`config.mk`:
```
export PLATFORM = sky130hd
export DESIGN_NAME = stage2_feeder
export DESIGN_NICKNAME = d
export VERILOG_FILES = /design/src/rtl/nn_pkg.sv /design/src/rtl/weight_regfile.sv /design/src/rtl/stage2_feeder.sv
export SDC_FILE = /design/constraint.sdc
export NUM_CORES = 1
export LEC_CHECK = 0
export CAP_MARGIN = 5
export CORE_UTILIZATION = 45
export CTS_BUF_LIST = sky130_fd_sc_hd__clkbuf_16
export CTS_CLUSTER_DIAMETER = 120
export DETAILED_ROUTE_END_ITERATION = 7
export SLEW_MARGIN = 30
export SYNTH_ARGS = -nofsm -noshare
export SYNTH_HDL_FRONTEND = slang
export SYNTH_SLANG_ARGS = --single-unit
```
`constraint.sdc`:
```
create_clock -name clk -period 2.5 [get_ports clk]
set_input_delay 0.5 -clock clk [delete_from_list [all_inputs] [get_ports clk]]
set_output_delay 0.5 -clock clk [all_outputs]
set_load 0.02 [all_outputs]
```
`src/rtl/nn_pkg.sv`:
```
// rtl/nn_pkg.sv - shared types, feeder state encoding and index-width helpers
//
// Purpose: common definitions for the Stage2 feeder slice.
//   DEF_DATA_WIDTH : default signed Q4.4 data/weight width
//   data_t         : signed data word at the default width
//   feeder_state_e : feeder sequencer states
//   idx_w()        : bits needed to index n entries (never less than 1)
package nn_pkg;

  localparam int DEF_DATA_WIDTH = 8;

  typedef logic signed [DEF_DATA_WIDTH-1:0] data_t;

  typedef enum logic [1:0] {
    IDLE   = 2'd0,
    STREAM = 2'd1,
    DRAIN  = 2'd2,
    DONE   = 2'd3
  } feeder_state_e;

  function automatic int idx_w(input int n);
    return (n > 1) ? $clog2(n) : 1;
  endfunction

endpackage

```
`src/rtl/weight_regfile.sv`:
```
// rtl/weight_regfile.sv - S1_NUM x S2_NUM weight store with range-checked write and row read
//
// Ports:
//   clk, reset : clock, asynchronous active-low reset (clears every weight)
//   we         : write strobe (already qualified by the caller's state)
//   wr_row/col : write address; out-of-range addresses are dropped
//   wr_data    : weight to store
//   err        : this cycle's write was dropped for being out of range
//   rd_row     : beat index selecting the row to present
//   rd_data    : all S2_NUM weights of the selected row
module weight_regfile
  import nn_pkg::*;
#(
  parameter int S1_NUM     = 8,
  parameter int S2_NUM     = 8,
  parameter int DATA_WIDTH = DEF_DATA_WIDTH
) (
  input  logic                                 clk,
  input  logic                                 reset,
  input  logic                                 we,
  input  logic [idx_w(S1_NUM)-1:0]             wr_row,
  input  logic [idx_w(S2_NUM)-1:0]             wr_col,
  input  logic [DATA_WIDTH-1:0]                wr_data,
  output logic                                 err,
  input  logic [idx_w(S1_NUM)-1:0]             rd_row,
  output logic [S2_NUM-1:0][DATA_WIDTH-1:0]    rd_data
);

  logic [S1_NUM-1:0][S2_NUM-1:0][DATA_WIDTH-1:0] w_q, w_d;
  logic in_range;

  // Index ports may be wider than the array when S1_NUM/S2_NUM are not powers of two.
  assign in_range = (int'(wr_row) < S1_NUM) && (int'(wr_col) < S2_NUM);

  always_comb begin
    w_d = w_q;
    if (we && in_range) begin
      w_d[wr_row][wr_col] = wr_data;
    end
  end

  always_ff @(posedge clk or negedge reset) begin
    if (!reset) begin
      w_q <= '0;
    end else begin
      w_q <= w_d;
    end
  end

  assign err     = we && !in_range;
  assign rd_data = w_q[rd_row];

endmodule

```
`src/rtl/stage2_feeder.sv`:
```
// rtl/stage2_feeder.sv - sequences one activation vector plus weight columns into Stage2
//
// Ports:
//   clk, reset          : clock, asynchronous active-low reset
//   in_vector/valid/ready : Stage1 activation vector handshake (ready only in IDLE)
//   wr_en/row/col/data  : weight write port, honoured only in IDLE
//   wr_err              : sticky, set when any write is dropped
//   s2_inp/weights/enable : one beat per cycle to Stage2, S1_NUM contiguous beats
//   result_valid        : one-cycle pulse when Stage2 out_vector is valid
//   busy                : feeder not IDLE
module stage2_feeder
  import nn_pkg::*;
#(
  parameter int S1_NUM       = 8,
  parameter int S2_NUM       = 8,
  parameter int DATA_WIDTH   = DEF_DATA_WIDTH,
  parameter int DRAIN_CYCLES = 1
) (
  input  logic                              clk,
  input  logic                              reset,
  input  logic [S1_NUM-1:0][DATA_WIDTH-1:0] in_vector,
  input  logic                              in_valid,
  output logic                              in_ready,
  input  logic                              wr_en,
  input  logic [idx_w(S1_NUM)-1:0]          wr_row,
  input  logic [idx_w(S2_NUM)-1:0]          wr_col,
  input  logic [DATA_WIDTH-1:0]             wr_data,
  output logic                              wr_err,
  output logic [DATA_WIDTH-1:0]             s2_inp,
  output logic [S2_NUM-1:0][DATA_WIDTH-1:0] s2_weights,
  output logic                              s2_enable,
  output logic                              result_valid,
  output logic                              busy
);

  localparam int RW  = idx_w(S1_NUM);
  localparam int DCW = idx_w(DRAIN_CYCLES);

  feeder_state_e                       state_q, state_d;
  logic [RW-1:0]                       beat_q, beat_d;
  logic [DCW-1:0]                      drain_q, drain_d;
  logic [S1_NUM-1:0][DATA_WIDTH-1:0]   vec_q, vec_d;
  logic                                wr_err_q, wr_err_d;

  logic                                rf_we;
  logic                                rf_err;
  logic [S2_NUM-1:0][DATA_WIDTH-1:0]   rf_row;

  // Writes outside IDLE never reach the array; an accept in the same cycle still
  // lets beat 0 see the new weight because the row is read from the registered array.
  assign rf_we = wr_en && (state_q == IDLE);

  weight_regfile #(
    .S1_NUM     (S1_NUM),
    .S2_NUM     (S2_NUM),
    .DATA_WIDTH (DATA_WIDTH)
  ) u_regfile (
    .clk     (clk),
    .reset   (reset),
    .we      (rf_we),
    .wr_row  (wr_row),
    .wr_col  (wr_col),
    .wr_data (wr_data),
    .err     (rf_err),
    .rd_row  (beat_q),
    .rd_data (rf_row)
  );

  always_ff @(posedge clk or negedge reset) begin
    if (!reset) begin
      state_q  <= IDLE;
      beat_q   <= '0;
      drain_q  <= '0;
      vec_q    <= '0;
      wr_err_q <= 1'b0;
    end else begin
      state_q  <= state_d;
      beat_q   <= beat_d;
      drain_q  <= drain_d;
      vec_q    <= vec_d;
      wr_err_q <= wr_err_d;
    end
  end

  always_comb begin
    state_d  = state_q;
    beat_d   = beat_q;
    drain_d  = drain_q;
    vec_d    = vec_q;
    wr_err_d = wr_err_q | rf_err | (wr_en && (state_q != IDLE));
    unique case (state_q)
      IDLE: begin
        if (in_valid) begin
          vec_d   = in_vector;
          beat_d  = '0;
          state_d = STREAM;
        end
      end
      STREAM: begin
        if (int'(beat_q) == S1_NUM - 1) begin
          beat_d  = '0;
          drain_d = '0;
          state_d = (DRAIN_CYCLES == 0) ? DONE : DRAIN;
        end else begin
          beat_d = beat_q + RW'(1);
        end
      end
      DRAIN: begin
        if (int'(drain_q) == DRAIN_CYCLES - 1) begin
          state_d = DONE;
        end else begin
          drain_d = drain_q + DCW'(1);
        end
      end
      DONE: begin
        state_d = IDLE;
      end
      default: begin
        state_d = IDLE;
      end
    endcase
  end

  // Stage2 outputs depend on registered state only, never on an input.
  always_comb begin
    in_ready     = (state_q == IDLE);
    busy         = (state_q != IDLE);
    result_valid = (state_q == DONE);
    wr_err       = wr_err_q;
    s2_enable    = 1'b0;
    s2_inp       = '0;
    s2_weights   = '0;
    if (state_q == STREAM) begin
      s2_enable  = 1'b1;
      s2_inp     = vec_q[beat_q];
      s2_weights = rf_row;
    end
  end

endmodule

```
### Yosys cells after proc, flatten, opt, wreduce, memory -nomap -nowiden

Index checks and enable logic that the tools add are counted.

| storage, ports and cells | value |
|---|---|
| bits of input ports | 82 |
| flip-flop bits (word level) | 583 |
| word-level logic and storage cells | 125 |

| operators by class | value |
|---|---|
| order comparisons | 5 |
| bitwise gates (word level) | 1 |
| reductions and logical operators | 12 |
| $add $sub $neg | 2 |
| mux-type cells | 22 |
| equal/unequal tests | 7 |

Operators by type and width:

| operator | number |
|---|---|
| $bwmux 512 | 1 |
| $bmux 64 s3 | 1 |
| $demux 64 s3 | 1 |
| $mux 64 | 3 |
| $bmux 8 s3 | 1 |
| $demux 8 s3 | 1 |
| $mux 8 | 3 |
| $lt 3x4->1 const B | 3 |
| $pmux 2 s4 | 1 |
| $ge 3x1->1 const B | 2 |
| $mux 2 | 3 |
| $mux 3 | 2 |
| $ne 2x2->1 const B | 3 |
| $pmux 3 s2 | 1 |
| $reduce_and 2->1 | 3 |
| $reduce_bool 2->1 | 3 |
| $eq 2x2->1 const B | 2 |
| $logic_and 1x1->1 | 4 |
| $add 3x1->3 const B | 1 |
| $eq 3x1->1 const B | 1 |
| $mux 1 | 3 |
| $reduce_and 3->1 | 1 |
| $eq 2x1->1 const B | 1 |
| $logic_not 2->1 | 1 |
| 3 further kinds | 3 |

### Logic depth before layout (Yosys ltp)

| logic depth | value |
|---|---|
| depth in word-level cells | 7 |
| depth in mapped cells | 7 |
| mapped depth without buffers | 5 |

### Cells and area by module

Synthesis repeated with hierarchy kept, for this count alone.

| second synthesis, totals | value |
|---|---|
| cell total of the unflattened synthesis | 1707 |
| area total of the unflattened synthesis | 27182.3 µm² |

Modules (own cells, without submodules):

| module | instances | cells each | seq. area each (µm²) | area each (µm²) |
|---|---|---|---|---|
| weight_regfile | 1 | 1421 | 12812.3 | 23467.5 |
| stage2_feeder | 1 | 286 | 1751.7 | 3714.8 |

### Worst setup path after synthesis

No wires, ideal clock.

| timing path | value |
|---|---|
| path type | reg-to-output |
| start | register state_q[1] |
| end | output port s2_inp[0] |
| slack | 0.019 ns |
| required time | 2.000 ns |
| data arrival time | 1.981 ns |
| path buffers | 2 |
| cell stages (with the launch flop) | 7 |
| cell sequence | dfrtp_1 -> inv_1 -> ha_1 -> clkbuf_1 -> clkbuf_1 -> o21ai_0 -> a221oi_1 |

| between the ends | value |
|---|---|
| longest elaborated chain between the ends | 2 |

RTL lines:

| what | RTL line | source |
|---|---|---|
| from (decl) | stage2_feeder.sv:39 | `feeder_state_e state_q, state_d;` |
| from (signal assigned) | stage2_feeder.sv:77 | `state_q <= state_d;` |
| $eq 2x1->1 | stage2_feeder.sv:133 | `if (state_q == STREAM) begin` |
| $mux 8 | stage2_feeder.sv:133 |  |
| to (decl) | stage2_feeder.sv:29 | `output logic [DATA_WIDTH-1:0] s2_inp,` |

Every way passes these cells.

==> run summary <==
Status: finished, violations left
Failing checks: DRC, setup timing
Drt wl/cell: 24.21 um
Longest Clk Path Bufs: 3
Switching pwr: 9.947 mW
Yosys cell types: 29
WP buf/inv: 5
Area of the multi-input gates: 12170 um2
Area post-placement: 31180 um2
Remaining global-route overflow: 0
Largest net degree at the start of global routing: 92
Final nets: 2245
CP max FO: 7
Vias per cell: 5.655
Die X: 247.5 um
Site Rows: 89
Syn avg cell area: 14.61 um2
Metal2 WL: 36.19 mm
Leakage: 15.72 nW
CP Launch Type: flip-flop
1st-pass router iterations: 8
Rel. slew slack: 0.5470
Power share of the clock group: 0.286
Cell area after layout: 34220 um2
Final Setup Violations: 72
Number of global-route vias before repair: 18080
Most common cell after layout, fill and taps aside: mux2_2
Total track usage: 0.2409
DRT met1 WL: 31.96 mm
Worst-path cell chain: buf_8, buf_16, buf_12, mux4_2, inv_2, a221oi_2, buf_4
PwrDens: 925.3 nW/um2
Via Count: 16810
Fill cells: 4697
Area delta synth->final: 26.15%
Worst Setup Path Type: flip-flop to output pin
Post-route insts no fill: 2972
Most frequent cells in the layout: 629 x mux2_2, 579 x dfrtp_1, 183 x buf_4, 74 x clkdlybuf4s50_1
#FFs+latches synth: 582
Flop pwr share: 0.378
Data arrival, critical path: 2.42 ns
Clock skew: 0.01964 ns
Antenna-violating nets left: 0
Int Power: 21.72 mW
Worst VDD drop: 0.6392 mV
CTS tree: built
Final WS setup: -0.4249 ns
Clock sink total: 582
Placer's final routability congestion estimate: 0.7555
Slew Viols, Final: 0
Inserted Clock Buffers: 66
Yosys warns: 0
Measured slew at the worst slew-check pin: 0.6795 ns
Port Buffers: 158
Hold WC Path Type: input port to async pin
Mapped Cells: 1857
Max stage delay cell, worst path: dfrtp_4
Initial antenna violation count: 2
Element type at the critical path end: output pin
RSZ-0062 raised after global routing: true
PnR Total Power: 31.66 mW
Fmax: 341.9 MHz
Die H: 247.5 um
Total core area: 59240 um2
Delay-heaviest family, CP: buffers and inverters
I/O pin cnt: 159
Post-Synthesis Cell Area: 27130 um2
Share of cells above drive strength 1: 0.5922
Worst-Skew Late Latency: 0.60 ns
Total die area: 61270 um2
First-pass GRT wire length: 111.4 mm
DP HPWL: 43.99 mm
Register area: 14580 um2
Top layer in use: met4
Power share of the combinational group: 0.336
Clock transition at path regs: 0.06 ns
Starting Density: 0.4579
Placed Cells: 2833
Post-synthesis sequential area ratio: 0.5369
Drt first-iter violations: 831
WL met3: 2.239 mm
Final period util: 1.170
Max-Cap Viols: 0
Post-route DRC violation count: 7
Ranking of synthesized cells by area: dfrtp_1 54%, mux2_2 26%, mux4_2 6.0%, mux2i_1 2.7%, a221oi_1 2.3%
Area share of the largest cell type after synthesis: 0.5369
Crit path largest cell delay: 0.54 ns
Syn nets: 1946
Clk root buf: clkbuf_16
Sw Share: 0.3142
Hold Fails Final Rpt: 0
WP data required: 2.00 ns
Number of H-tree levels: 3
Fin crit period: 2.925 ns
Detailed Route WL: 71.95 mm
Synth area leader: dfrtp_1
==> through the flow <==
stage	util	TNS (ns)	setup WS (ns)	hold slack [ns]
after floorplan	-	0	0.01863	0.2044
after global placement	0.5263	-27.29	-0.3790	0.4430
after detailed placement	0.5263	-31.95	-0.3653	0.4437
after CTS	0.5723	-25.89	-0.4590	0.4460
after global routing	0.5776	-29.26	-0.5070	0.4717
final	0.5776	-23.16	-0.4249	0.4517
==> layout make-up <==
cell class | count | share of cell area
inverter | 77 | 0.008593
sequential | 582 | 0.4259
tap | 773 | 0.02826
clock inverter | 40 | 0.007386
timing repair buffer | 392 | 0.1236
antenna | 2 | 0.0001463
clock buffer | 69 | 0.05046
multi-input combinational | 1037 | 0.3556
==> metal layers <==
layer  global-route usage  vias up
met4              0.05864        0
met1               0.3255     9035
met5                    0        -
met2               0.4064      247
met3              0.03795      100
li1                     -     7426
==> kinds of logic (layout without fill, tap and decap cells) <==
| logic type | Yosys count | count (layout) | share of synthesized area |
|---|---|---|---|
| AO/OA/AOI/OAI | 149 | 149 | 0.03810 |
| adder cells (fa/ha/maj) | 7 | 7 | 0.003229 |
| buffers and inverters | 239 | 578 | 0.03584 |
| flip-flops | 582 | 582 | 0.5369 |
| multiplexers | 794 | 794 | 0.3583 |
| other | 0 | 2 | 0 |
| AND/OR/NAND/NOR | 86 | 87 | 0.02758 |
==> worst register-to-register path, delay by kind of cell (launching register included) <==
family / cells / cell delay [ns]
fa+ha+maj: 1 / 0.26
mux: 1 / 0.34
flops: 1 / 0.38
buf+inv: 4 / 0.67
simple gates: 2 / 0.54
==> power groups by stage <==
stage / Clock, mW / Sequential [mW] / Combinational, mW
CTS: 9.31 / 11.9 / 10.4
global route: 9.67 / 12.2 / 11.3
global placement: 0 / 12.0 / 9.01
detailed placement: 0 / 12.1 / 9.14
finish: 9.07 / 12.0 / 10.6
floorplan: 0 / 11.8 / 5.41
==> flip-flops by register name, summed over array words and instances (netlist names) <==
| register | cells |
|---|---|
| wr_err | 1 |
| u_regfile.w_q | 512 |
| state_q | 2 |
| vec_q | 64 |
| beat_q | 3 |
==> Yosys cell counts (all sizes together) <==
library cell    n
o32a            1
or4            16
or3             1
nor2            1
a221oi         72
mux4           72
nand2           5
mux2          649
ha              7
inv            77
dfrtp         582
nor2b           2
nand3           2
o31ai           2
or3b            3
buf            61
a32o            1
nand2b          4
nor3           48
mux2i          73
a21o            1
o21ai          72
nand3b          4
clkbuf        101
==> final timing paths <==
kind                       startpoint            endpoint  slack (ns)  cells past startpoint
min in group clk               wr_err              wr_err        0.45                      1
min                             reset  u_regfile.w_q[214]        0.45                      2
min reg2reg                    wr_err              wr_err        0.45                      1
max in group asynchronous       reset  u_regfile.w_q[180]        1.13                      3
max reg2reg                state_q[0]  u_regfile.w_q[297]        0.20                      8
max                         beat_q[1]      s2_weights[41]       -0.42                      7
==> timing repair <==
item | CTS | global route
pin swaps | 29 | 18
hold endpoints to repair | 39 | 0
cloned | 9 | 3
setup buffers | 20 | 5
setup endpoints to repair | 75 | 74
resized for setup | 566 | 75
hold buffers | 1 | 0
(Power assumes the default switching activity.)
